File: src/rtl/qrr_arb_pkg.sv
// qrr_arb_pkg: shared state type and round-robin pointer helper for qrr_arb.
package qrr_arb_pkg;
  typedef enum logic {IDLE, LOCKED} arb_state_e;
  function automatic int rr_next(input int ptr, input int n);
    return (ptr + 1 >= n) ? 0 : ptr + 1;
  endfunction
endpackage

File: src/rtl/qrr_arb_rr_prio_enc.sv
// rr_prio_enc: combinational round-robin priority encoder, searching from ptr upward modulo N.
module rr_prio_enc
  import qrr_arb_pkg::*;
#(
  parameter int N     = 2,
  parameter int W_SEL = (N > 1) ? $clog2(N) : 1
) (
  input  logic [N-1:0]     req,
  input  logic [W_SEL-1:0] ptr,
  output logic [W_SEL-1:0] gnt_idx,
  output logic             any
);
  logic [W_SEL:0]   sum [N];
  logic [W_SEL-1:0] idx [N];
  for (genvar k = 0; k < N; k++) begin : g_idx
    assign sum[k] = {1'b0, ptr} + (W_SEL+1)'(k);
    assign idx[k] = (sum[k] >= (W_SEL+1)'(N)) ? W_SEL'(sum[k] - (W_SEL+1)'(N)) : sum[k][W_SEL-1:0];
  end
  // Scan from the farthest candidate down so the one nearest ptr wins.
  always_comb begin
    gnt_idx = '0;
    for (int k = N - 1; k >= 0; k--)
      if (req[idx[k]]) gnt_idx = idx[k];
  end
  assign any = |req;
endmodule

File: src/rtl/qrr_arb.sv
// qrr_arb: round-robin arbiter sharing one queue channel, locking the grant until a transaction ends.
module qrr_arb
  import qrr_arb_pkg::*;
#(
  parameter int W_DATA  = 16,
  parameter int LVL     = 1,
  parameter int N       = 2,
  parameter int W_SEL   = (N > 1) ? $clog2(N) : 1,
  parameter int ARB_LVL = LVL
) (
  input  logic                          clk,
  input  logic                          rst,
  input  logic [N-1:0]                  din_valid,
  input  logic [N-1:0][LVL+W_DATA-1:0]  din_data,
  output logic [N-1:0]                  din_ready,
  output logic                          dout_valid,
  output logic [LVL+W_SEL+W_DATA-1:0]   dout_data,
  input  logic                          dout_ready
);
  arb_state_e           state;
  logic [W_SEL-1:0]     owner, rr_ptr, enc_idx, g;
  logic [LVL+W_DATA-1:0] sel;
  logic                 any, last, hs;
  rr_prio_enc #(.N(N), .W_SEL(W_SEL)) u_enc (
    .req     (din_valid),
    .ptr     (rr_ptr),
    .gnt_idx (enc_idx),
    .any     (any)
  );
  assign g   = (state == LOCKED) ? owner : enc_idx;
  assign sel = din_data[g];
  if (ARB_LVL == 0) begin : g_last_any
    assign last = 1'b1;
  end else begin : g_last_eot
    assign last = &sel[W_DATA +: ARB_LVL];
  end
  // Outputs are forced quiet while reset is held, independent of the inputs.
  assign dout_valid = rst & ((state == LOCKED) ? din_valid[owner] : any);
  assign dout_data  = {sel[W_DATA +: LVL], g, sel[W_DATA-1:0]};
  assign din_ready  = rst ? (N'(dout_ready) << g) : '0;
  assign hs         = dout_valid & dout_ready;
  always_ff @(posedge clk or negedge rst) begin
    if (!rst) begin
      state  <= IDLE;
      owner  <= '0;
      rr_ptr <= '0;
    end else if (hs && last) begin
      state  <= IDLE;
      rr_ptr <= W_SEL'(rr_next(int'(g), N));
    end else if (dout_valid && state == IDLE) begin
      state <= LOCKED;
      owner <= g;
    end
  end
endmodule

File: config.mk
export PLATFORM = sky130hd
export DESIGN_NAME = qrr_arb
export DESIGN_NICKNAME = d
export VERILOG_FILES = /design/src/rtl/qrr_arb_pkg.sv /design/src/rtl/qrr_arb_rr_prio_enc.sv /design/src/rtl/qrr_arb.sv
export SDC_FILE = /design/constraint.sdc
export NUM_CORES = 1
export LEC_CHECK = 0
export CAP_MARGIN = 20
export CORE_AREA = 2 2 46 48
export CTS_BUF_LIST = sky130_fd_sc_hd__clkbuf_16
export DETAILED_ROUTE_END_ITERATION = 12
export DIE_AREA = 0 0 48 50
export PLACE_DENSITY = 0.75
export SKIP_CTS_REPAIR_TIMING = 1
export SLEW_MARGIN = 25
export SYNTH_ARGS = -nofsm -noshare
export SYNTH_HDL_FRONTEND = slang
export SYNTH_HIERARCHICAL = 1
export SYNTH_SLANG_ARGS = --single-unit
File: constraint.sdc
create_clock -name clk -period 2.7 [get_ports clk]
set_input_delay 0.675 -clock clk [delete_from_list [all_inputs] [get_ports clk]]
set_output_delay 0.675 -clock clk [all_outputs]
set_load 0.01 [all_outputs]
# Word-level counts from Yosys, hierarchy flattened

Index checks and enable logic that the tools add are counted.

Bits in registers: 3
Latch bits: 0
Bits in writable memories: 0
ROM bits: 0
Bits of input ports: 39
Output and inout port bits: 21
Logic and storage cells: 42
Memories: 0

Add/sub/neg operators: 4
$mul: 0
Divide/modulo/power cells: 0
Order comparisons: 7
Eq/ne operators: 0
Shifts and indexed selects: 1
Multiplexer cells: 18
Bitwise logic cells: 4
Reductions and logical operators: 5

Operators with widths:

| operator              | count |
|---|---|
| $mux W17              | 2 |
| $mux W1               | 15 |
| $lt A1 B2 Y1 const B  | 4 |
| $add A1 B1 Y2 const B | 2 |
| $ge A2 B2 Y1 const B  | 2 |
| $and A1 B1 Y1         | 2 |
| $ge A1 B2 Y1 const B  | 1 |
| $logic_and A1 B1 Y1   | 2 |
| $mux W2               | 1 |
| $not A1 Y1            | 2 |
| $reduce_and A2 Y1     | 1 |
| $reduce_bool A2 Y1    | 1 |
| $reduce_or A2 Y1      | 1 |
| $shl A1 B1 Y2         | 1 |
| $sub A1 B1 Y1 const B | 2 |

# Logic depth before layout (Yosys ltp)

Depth after elaboration: 13
Mapped depth: 7
Mapped depth without buffers: 6

# By module

Netlist, hierarchy kept.

By module, submodules not included:

| module      | instances | cells an instance | area an instance (µm²) | seq. area each (µm²) |
|---|---|---|---|---|
| qrr_arb     | 1         | 46                | 444.2                  | 75.1 |
| rr_prio_enc | 1         | 3                 | 17.5                   | 0.0 |

# Worst setup path before layout

OpenSTA, ideal clock, no wires.

Path kind: input port to output port
Start point: input din_valid[1]
End point: output dout_data[10]
Arrival: 1.717 ns
Required time: 2.025 ns
Setup slack: 0.308 ns
Stages: 5
Buffers on the path: 2
Cells stage by stage: a21boi_1 mux2i_2 buf_6 buf_4 mux2_2

Longest elaborated chain between the ends: 7
Elaborated cells on any way between the ends: 9
Those cells by class: mux (9)

RTL lines:

| item                                             | line                      | text |
|---|---|---|
| start, declared                                  | qrr_arb.sv:13             | `input logic [N-1:0] din_valid,` |
| $mux W1 (not written as such) (2 in series)      | qrr_arb_rr_prio_enc.sv:23 | `if (req[idx[k]]) gnt_idx = idx[k];` |
| $mux W1                                          | qrr_arb_rr_prio_enc.sv:23 |  |
| $mux W1 (*)                                      | qrr_arb_rr_prio_enc.sv:23 |  |
| $mux W1 (*)                                      | qrr_arb.sv:30             | `assign g = (state == LOCKED) ? owner : enc_idx;` |
| $mux W17 (not written as such) (*) (2 in series) | qrr_arb.sv:31             | `assign sel = din_data[g];` |
| end, declared                                    | qrr_arb.sv:17             | `output logic [LVL+W_SEL+W_DATA-1:0] dout_data,` |

Mark *: on every way between the ends. The rest lies on a longest branch, timed or not. The select of a mux whose other input is x is not followed.

# Worst setup path after layout

Start point: input din_valid[1]
End point: output dout_data[14]

Longest elaborated chain between the ends: 7
Elaborated cells on any way between the ends: 9
Those cells by class: mux (9)

RTL lines:

| item                                             | line                      | text |
|---|---|---|
| $mux W1 (not written as such) (2 in series)      | qrr_arb_rr_prio_enc.sv:23 |  |
| $mux W1                                          | qrr_arb_rr_prio_enc.sv:23 |  |
| $mux W1 (*)                                      | qrr_arb_rr_prio_enc.sv:23 |  |
| net enc_idx                                      | qrr_arb.sv:21             | `logic [W_SEL-1:0] owner, rr_ptr, enc_idx, g;` |
| $mux W1 (*)                                      | qrr_arb.sv:30             |  |
| $mux W17 (not written as such) (*) (2 in series) | qrr_arb.sv:31             |  |

The timed path passes the listed nets; every way through them passes the cells marked *. The select of a mux whose other input is x is not followed.

==> results.sh <==
export IMPL_final_area_um2=1297
export IMPL_antenna_found_initial=0
export IMPL_yosysSeqAreaShare_pct=16.26
export IMPL_ios=60
export IMPL_placed_area_um2=1124
export IMPL_wl_um=2102
export IMPL_dr_total_vias=651
export IMPL_num_rows=16
export IMPL_ys_ff_latch=3
export IMPL_nets=163
export IMPL_place_worst_setup_slack_ps=-511.0
export IMPL_dieWidth_um=48
export IMPL_grt_pass1_wl_um=2842
export IMPL_root_buffer="clkbuf_16"
export IMPL_slew_limit_headroom_pct=82.97
export IMPL_ir_drop_mv=0.4500
export IMPL_dpl_hpwl_um=1560
export IMPL_cp_arrival_ps=1970
export IMPL_yosys_area_top_type="mux2_2"
export IMPL_dieArea_um2=2400
export IMPL_die_h_um=50
export IMPL_drcViolationCount=0
export IMPL_fmax_mhz=377.4
export IMPL_overflow=0
export IMPL_synth_top_family_by_area="multiplexers"
export IMPL_cts_sinks=3
export IMPL_cts_tree="yes"
export IMPL_gp_congestion=0.8263
export IMPL_hp_class="flop to flop"
export IMPL_synth_compound_area_share_pct=9.485
export IMPL_synth_warning_count=6
export IMPL_power_density_nw_per_um2=878.9
export IMPL_viasPerCell=4.340
export IMPL_avgSynthCellArea_um2=9.422
export IMPL_nFillCells=152
export IMPL_cellLeakagePower_nw=0.7355
export IMPL_synth_area_leaders="mux2_2 (39%), dfrtp_1 (16%), buf_6 (4.9%)"
export IMPL_instances_no_fill=150
export IMPL_yosys_area_share_xor_xnor_pct=0
export IMPL_fin_ws_ps=50.32
export IMPL_netlist_instances=49
export IMPL_grt_pass1_vias=642
export IMPL_synthMuxAreaShare_pct=48.78
export IMPL_dpl_cell_count=141
export IMPL_clk_pin_slew_ps=30
export IMPL_antenna_cells=0
export IMPL_syn_cell_area_um2=461.7
export IMPL_worstMarginPinSlew_ps=253.9
export IMPL_finalCritPeriodShare_pct=98.14
export IMPL_synthesis_nets=88
export IMPL_finalCriticalPeriod_ps=2650
export IMPL_rr_worst_depth=9
export IMPL_clk_latency_ps=220
export IMPL_yosys_area_share_simple_pct=14.91
export IMPL_grt_max_degree=12
export IMPL_core_um2=1902
export IMPL_cp_start_kind="primary input"
export IMPL_fin_worst_skew_ps=0.3017
export IMPL_drv_slew=0
export IMPL_place_port_buffers=59
export IMPL_start_util_pct=24.28
export IMPL_area_growth_pct=181.0
export IMPL_tns_ps=0
export IMPL_status="finished clean"
export IMPL_h_tree_depth=1
export IMPL_utilization_pct=68.22
export IMPL_synthAdderAreaFrac_pct=0
export IMPL_path_class="primary input to output port"
export IMPL_grt_usage_pct=16.88
export IMPL_netlist_area_leader_share_pct=39.02
export IMPL_required_ps=2030
export IMPL_cp_max_fo=6
export IMPL_finalHoldViolCount=0
export IMPL_rsz0062_at_grt="no"
export IMPL_cap_viol_max_count=0
export IMPL_synth_cell_types=22
export IMPL_setup_viol=0
export IMPL_worstHoldPathCells=2
export IMPL_postRouteAntennaNets=0
export IMPL_endpoint_kind="output port"
export IMPL_drt_pass1_iter_count=4
export IMPL_cts_path_max_buffers=2
export IMPL_post_drt_wl_per_cell_um=14.01
export IMPL_drive_gt1_share_pct=34.15
export IMPL_first_iter_violations=5
export IMPL_cts_buffers=3
## final timing paths
check	startpoint	end	slack, ps
max in group asynchronous	rst	owner$_DFFE_PN0P_	1790
max	din_valid[1]	dout_data[14]	50
min reg2reg	rr_ptr$_DFFE_PN0P_	rr_ptr$_DFFE_PN0P_	510
min in group asynchronous	rst	rr_ptr$_DFFE_PN0P_	810
min	rr_ptr$_DFFE_PN0P_	rr_ptr$_DFFE_PN0P_	510
max reg2reg	rr_ptr$_DFFE_PN0P_	owner$_DFFE_PN0P_	750
## per-stage QoR
step,power (W),hold WS [ps]
6_report,0.001140,510.2
5_1_grt,0.001196,537.5
4_1_cts,0.001074,513.6
3_5_place_dp,0.0008409,519.7
3_3_place_gp,0.0008313,495.6
2_1_floorplan,0.0004889,379.4
## flip-flops by register name, summed over array words and instances, names as in the netlist
| register | cells |
|---|---|
| rr_ptr | 1 |
| state | 1 |
| owner | 1 |
## layout by cell type (no fill, tap or decap)
cell type,instances
dfrtp_1,3
and2_2,1
a21oi_1,1
dlymetal6s2s_1,21
a21o_1,1
clkbuf_2,2
and4_4,1
mux2i_2,1
mux2_1,1
nor2_1,4
or2_1,1
inv_2,1
a31oi_1,1
a211oi_1,1
a21boi_2,1
nand2_1,3
clkbuf_16,3
inv_1,3
buf_6,3
clkdlybuf4s50_1,36
mux2i_1,2
nor4_2,1
mux2_2,16
nor3_1,1
buf_4,12
o21ai_0,2
## synthesized netlist by cell type (all sizes together)
cell type  count
mux2i          3
nor2           4
nand2          3
dfrtp          3
mux2          17
or2            1
o21ai          2
and4           1
nor3           1
and2           1
a31oi          1
a21oi          1
a21o           1
inv            3
a21boi         1
buf            4
a211oi         1
nor4           1
## metal layers
metal / vias up / share of wire, % / global-route usage (%)
met2: 26 / 57 / 30.67
met1: 298 / 36 / 17.62
met4: 0 / 2.2 / 4.505
met5: - / 0 / 0
met3: 4 / 4.5 / 5.128
li1: 323 / - / -
## kinds of logic (layout without fill, tap and decap cells)
logic type / count (synthesis) / after routing
AO/OA/AOI/OAI: 7 / 7
AND/OR/NAND/NOR: 12 / 12
buffers and inverters: 7 / 81
multiplexers: 20 / 20
flip-flops: 3 / 3
## report_power, final
part	total, W	switching, W	leakage [nW]	internal (W)
Sequential	0.0000783	0.0000161	0.0309	0.0000621
Combinational	0.000835	0.000320	0.662	0.000515
Clock	0.000227	0.0000367	0.0423	0.000191
## cell type report
class | instances | area, um2 | area share, %
Inverter | 3 | 11.26 | 0.8679
Clock buffer | 3 | 75.07 | 5.786
Tap cell | 27 | 33.78 | 2.604
Timing Repair Buffer | 74 | 757.0 | 58.34
Sequential cell | 3 | 75.07 | 5.786
Clock inverter | 1 | 3.754 | 0.2893
Multi-Input combinational cell | 39 | 341.6 | 26.33
## worst max-delay path, cell delays in order
cell and delay [ps]:
dlymetal6s2s_1 140, a21boi_2 160, mux2i_2 180, buf_4 140, buf_6 120, buf_6 110, mux2_2 320, clkbuf_2 130
Power figures use the tool's default switching activity.
